### src/rtl/fft_sample_loader.sv
// fft_sample_loader: collects an interleaved byte stream (re, im, re, im, ...)
// into an N-entry complex frame buffer, then streams the frame to a
// downstream FFT with a valid/ready handshake.
//
// Parameters
//   FRAME_LOG2  log2 of samples per frame (N = 2**FRAME_LOG2, N >= 2)
//   DATA_W      width of the input byte and of each real/imag part
// Ports
//   clk, rst_n            clock (rising edge), async active-low reset
//   in_data/in_valid      input byte stream
//   in_ready              high while filling (FILL state)
//   flush                 drop the partial frame (ignored while draining)
//   out_re/out_im         current output sample, read straight from the buffer
//   out_valid/out_ready   output handshake
//   out_last              current sample is the last of the frame
//   frame_count           completed frames, modulo 256
// Configuration
//   LOADER_BITREV_EN      when defined, samples are written at the bit-reversed
//                         index so the frame drains in bit-reversed order.
module fft_sample_loader #(
  parameter int unsigned FRAME_LOG2 = 4,
  parameter int unsigned DATA_W     = 8
) (
  input  logic              clk,
  input  logic              rst_n,
  input  logic [DATA_W-1:0] in_data,
  input  logic              in_valid,
  output logic              in_ready,
  input  logic              flush,
  output logic [DATA_W-1:0] out_re,
  output logic [DATA_W-1:0] out_im,
  output logic              out_valid,
  input  logic              out_ready,
  output logic              out_last,
  output logic [7:0]        frame_count
);

  localparam int unsigned N = 1 << FRAME_LOG2;
  localparam logic [FRAME_LOG2-1:0] LAST_IDX = FRAME_LOG2'(N - 1);

  typedef enum logic {FILL = 1'b0, DRAIN = 1'b1} state_t;

  state_t                state_q, state_d;
  logic [FRAME_LOG2-1:0] wr_idx_q, wr_idx_d;
  logic [FRAME_LOG2-1:0] rd_idx_q, rd_idx_d;
  logic [FRAME_LOG2-1:0] wr_addr;
  logic                  phase_q, phase_d;
  logic [7:0]            frame_count_d;
  logic                  in_ready_d, out_valid_d, out_last_d;
  logic                  hold_en, wr_en;
  logic [DATA_W-1:0]     re_hold_q;
  logic [2*DATA_W-1:0]   mem [N];

`ifdef LOADER_BITREV_EN
  // Bit-reversed write address for in-place radix-2 DIT ordering.
  function automatic logic [FRAME_LOG2-1:0] bitrev(input logic [FRAME_LOG2-1:0] idx);
    logic [FRAME_LOG2-1:0] r;
    for (int unsigned b = 0; b < FRAME_LOG2; b++) begin
      r[b] = idx[FRAME_LOG2-1-b];
    end
    return r;
  endfunction
  assign wr_addr = bitrev(wr_idx_q);
`else
  assign wr_addr = wr_idx_q;
`endif

  // State register plus registered indices and handshake outputs.
  always_ff @(posedge clk or negedge rst_n) begin
    if (!rst_n) begin
      state_q     <= FILL;
      wr_idx_q    <= '0;
      rd_idx_q    <= '0;
      phase_q     <= 1'b0;
      frame_count <= 8'd0;
      in_ready    <= 1'b1;
      out_valid   <= 1'b0;
      out_last    <= 1'b0;
    end else begin
      state_q     <= state_d;
      wr_idx_q    <= wr_idx_d;
      rd_idx_q    <= rd_idx_d;
      phase_q     <= phase_d;
      frame_count <= frame_count_d;
      in_ready    <= in_ready_d;
      out_valid   <= out_valid_d;
      out_last    <= out_last_d;
    end
  end

  // Next-state and datapath control.
  always_comb begin
    state_d       = state_q;
    wr_idx_d      = wr_idx_q;
    rd_idx_d      = rd_idx_q;
    phase_d       = phase_q;
    frame_count_d = frame_count;
    hold_en       = 1'b0;
    wr_en         = 1'b0;
    case (state_q)
      FILL: begin
        if (flush) begin
          wr_idx_d = '0;
          phase_d  = 1'b0;
        end else if (in_valid) begin
          if (!phase_q) begin
            hold_en = 1'b1;
            phase_d = 1'b1;
          end else begin
            wr_en   = 1'b1;
            phase_d = 1'b0;
            if (wr_idx_q == LAST_IDX) begin
              wr_idx_d = '0;
              state_d  = DRAIN;
            end else begin
              wr_idx_d = wr_idx_q + FRAME_LOG2'(1);
            end
          end
        end
      end
      DRAIN: begin
        if (out_ready) begin
          if (rd_idx_q == LAST_IDX) begin
            rd_idx_d      = '0;
            state_d       = FILL;
            frame_count_d = frame_count + 8'd1;
          end else begin
            rd_idx_d = rd_idx_q + FRAME_LOG2'(1);
          end
        end
      end
      default: state_d = FILL;
    endcase
    in_ready_d  = (state_d == FILL);
    out_valid_d = (state_d == DRAIN);
    out_last_d  = (state_d == DRAIN) && (rd_idx_d == LAST_IDX);
  end

  // Holding register for the real part of the pending pair.
  always_ff @(posedge clk or negedge rst_n) begin
    if (!rst_n) begin
      re_hold_q <= '0;
    end else if (hold_en) begin
      re_hold_q <= in_data;
    end
  end

  // Frame buffer: contents are intentionally not reset.
  always_ff @(posedge clk) begin
    if (wr_en) begin
      mem[wr_addr] <= {re_hold_q, in_data};
    end
  end

  assign out_re = mem[rd_idx_q][2*DATA_W-1:DATA_W];
  assign out_im = mem[rd_idx_q][DATA_W-1:0];

endmodule

### config.mk
export PLATFORM = sky130hd
export DESIGN_NAME = fft_sample_loader
export DESIGN_NICKNAME = d
export VERILOG_FILES = /design/src/rtl/fft_sample_loader.sv
export SDC_FILE = /design/constraint.sdc
export NUM_CORES = 1
export LEC_CHECK = 0
export BUFFER_PORTS_ARGS = -buffer_cell sky130_fd_sc_hd__clkbuf_2
export CAP_MARGIN = 5
export CORE_MARGIN = 10
export CORE_UTILIZATION = 55
export DETAILED_ROUTE_END_ITERATION = 8
export HOLD_SLACK_MARGIN = 0.05
export PLACE_DENSITY_LB_ADDON = 0.12
export SYNTH_ARGS = -nofsm -noshare
export SYNTH_HDL_FRONTEND = slang
export SYNTH_SLANG_ARGS = --single-unit
### constraint.sdc
create_clock -name clk -period 2.45 [get_ports clk]
set_input_delay 0 -clock clk [delete_from_list [all_inputs] [get_ports clk]]
set_output_delay 0 -clock clk [all_outputs]
set_load 0.05 [all_outputs]
==> results.cfg <==
[drt]
vias = 5431
vias_per_cell = 5.94
drtAntennaViolNets = 0
drcViolationCount = 0
postRouteWirelength_um = 22900
first_pass_iters = 5
wl_per_cell_um = 25.0
initialDrtViolationCount = 464

[global_routing]
overflow = 0
grt_max_degree = 37
grt_pass1_vias = 5767
grtUsageTotal = 0.181
grt_pass1_wl_um = 35800
antenna_found_initial = 0

[logic_synthesis]
ys_ff_latch = 284
yosysSeqAreaShare = 0.767
synth_top_family_by_area = multiplexers
synthCells = 529
synth.cell_area_um2 = 10900
yosysWarnings = 0
post_synth.cell_area_avg_um2 = 20.7
synth_fa_ha_area_frac = 0.00686
synth_xor_xnor_area_share = 0.00641
synthSimpleGateAreaFrac = 0.0321
synth_cell_types = 34
syn_nets = 548
synth-compound-area-share = 0.0318
synthMuxAreaShare = 0.142

[timing]
fin_crit_sh = 0.974
drv_slew = 0
fmax_mhz = 419
report.final.hold_viol_count = 0
worstMarginPinSlew_ns = 0.848
fin_setup_tns_ns = 0
rsz0062_at_grt = false
relSlewSlack = 0.434
skew_ns = 0.00983
fin_hold_ws_ns = 0.109
setup_violations = 0
period_needed_ns = 2.39

[clock_network]
clock_latency_ns = 0.53
cts-root-buf = clkbuf_16
h-tree-depth = 1
cts_buffers = 27
path_clk_slew_ns = 0.06
clock_path_buffers = 3
cts_tree = built
cts.sinks = 284

[floorplanning]
ioPinCount = 40
die_w_um = 161
die_y_um = 161
dieArea_um2 = 25900
num_rows = 51
start_util = 0.560
coreArea_um2 = 19500

[critical_path]
reg2reg_from = rd_idx_q[0]$_DFF_PN0_
r2r-end = frame_count[1]$_DFFE_PN0P_
start_kind = flop
crit_path_max_fanout = 14
critical_path_class = flop to output pin
cp-startpoint = rd_idx_q[0]$_DFF_PN0_
regToRegSetupSlack_ns = 0.50
end_kind = output pin
arrival_ns = 2.39
worstPathRequired_ns = 2.45
reg2reg_depth = 5

[power_and_ir_drop]
ir_worst_vdd_mv = 0.724
power_leakage_nw = 4.26
power.density_nw_per_um2 = 747

[final_layout]
antennaDiodeCount = 0
syn_to_final_growth_pct = 18.2
post-route-util = 0.662
final_cells = 914
fin_nets = 647
final_layout_size_suffix_gt1_frac = 0.351

[outcome]
status = completed

[place]
port_buffers = 39
dpl.cell_count = 848
dpl.hpwl_um = 14200
gp_congestion = 0.752

[worst_hold_path]
hp-class = input pin to async pin

[job]
cap_violations = 0
[worst max-delay path by stage]
stage                     endpoint  slack (ns)  depth (start not counted)
2_1_floorplan  mem[5][0]$_DFFE_PP_        -0.1                          4
6_report                 out_im[4]        0.06                          6
5_1_grt                  out_re[4]       0.003                          6
3_5_place_dp             out_re[0]        0.50                          5
4_1_cts                  out_im[4]       -0.02                          5
3_3_place_gp             out_re[0]        0.49                          5
[cell usage in the layout (no fill, tap or decap), drive strengths merged, types with 2 or more instances in the layout]
| cell | count |
|---|---|
| o21ai | 8 |
| a22oi | 32 |
| nand2 | 32 |
| dfrtp | 27 |
| edfxtp | 256 |
| clkbuf | 77 |
| ha | 6 |
| nor3 | 8 |
| nand3 | 7 |
| inv | 5 |
| nor2b | 2 |
| clkinv | 7 |
| dlygate4sd3 | 13 |
| xnor2 | 7 |
| nor2 | 16 |
| buf | 48 |
| nand4 | 4 |
| nand2b | 3 |
| mux4 | 64 |
| a21oi | 4 |
| mux2 | 10 |
[flip-flops by register name (all words and copies together) (netlist names)]
name,cells
state_q,1
mem,256
phase_q,1
rd_idx_q,4
wr_addr,4
in_ready,1
out_last,1
re_hold_q,8
frame_count,8
[per-stage QoR]
| stage | setup slack, ns | power [mW] | area, µm² |
|---|---|---|---|
| 6_report | 0.0632 | 9.66 | 12900 |
| 2_1_floorplan | -0.0958 | 5.66 | 11000 |
| 3_5_place_dp | 0.498 | 5.79 | 11800 |
| 5_1_grt | 0.00258 | 9.98 | 12900 |
| 4_1_cts | -0.0174 | 9.74 | 12900 |
| 3_3_place_gp | 0.485 | 5.77 | 11800 |
[critical path, stage by stage, from the launching register on]
cell and delay (ns):
dfrtp_4 0.52, buf_12 0.14, buf_16 0.16, mux4_2 0.50
a22oi_1 0.20, nand2_1 0.10, clkbuf_4 0.22
[Yosys cell counts]
cell,number,area (µm²)
nor3b_1,1,7.51
a21o_1,1,7.51
a22oi_1,32,240
nor3_2,1,10.0
o21ai_0,8,40.0
edfxtp_1,256,7690
a21oi_1,4,20.0
dfrtp_1,27,676
inv_1,4,15.0
clkbuf_1,12,45.0
dfstp_2,1,26.3
nand3_1,7,35.0
nand2b_1,3,18.8
nand2_1,32,120
ha_1,6,75.1
buf_6,3,33.8
a211o_1,1,8.76
nor2_1,16,60.1
mux2_2,10,113
nand4_1,4,25.0
and4_1,1,8.76
mux4_2,64,1440
and2_1,1,6.26
a22o_1,1,8.76
xor2_1,1,8.76
buf_2,9,45.0
and4bb_2,1,12.5
a31oi_1,1,6.26
nor3_1,7,35.0
nor2b_1,2,12.5
xnor2_1,7,61.3
o31ai_1,1,7.51
a2bb2oi_1,1,8.76
buf_1,3,11.3
[where the power goes]
group / switching (mW) / internal (mW)
Clock: 1.66 / 2.29
Sequential: 0.120 / 5.41
Combinational: 0.105 / 0.0675
[logic make-up (layout without fill, tap and decap cells)]
| group | count (synthesis) | count (layout) |
|---|---|---|
| buffers and inverters | 31 | 151 |
| AOI/OAI and AO/OA | 50 | 50 |
| muxes | 74 | 74 |
| xor gates and xnor gates | 8 | 8 |
| DFF | 284 | 284 |
| and+or+nand+nor | 76 | 76 |
| adders and majority gates | 6 | 6 |
[timing repair]
| item | 4_1_cts | 5_1_grt |
|---|---|---|
| endpoints found under the setup margin | 5 | 16 |
| hold buffers | 13 | 0 |
| setup buffers | 1 | 1 |
| gates cloned | 2 | 0 |
| resized for setup | 22 | 13 |
| hold endpoints to repair | 174 | 0 |
[cell type report]
cell class	instances	area (µm²)
Inverter	4	15.0
Sequential cell	284	8390
Clock inverter	9	72.6
Timing Repair Buffer	97	818
Clock buffer	41	778
Multi-Input combinational cell	214	2520
Tap cell	265	332
Fill cell	1296	6600
[metal layers]
layer | global-route usage | wire, µm | share of wire
met5 | 0 | 0 | 0
met4 | 0.0533 | 620 | 0.027
met3 | 0.0325 | 1290 | 0.056
met2 | 0.286 | 11100 | 0.49
met1 | 0.256 | 9840 | 0.43
Power figures use the tool's default switching activity.
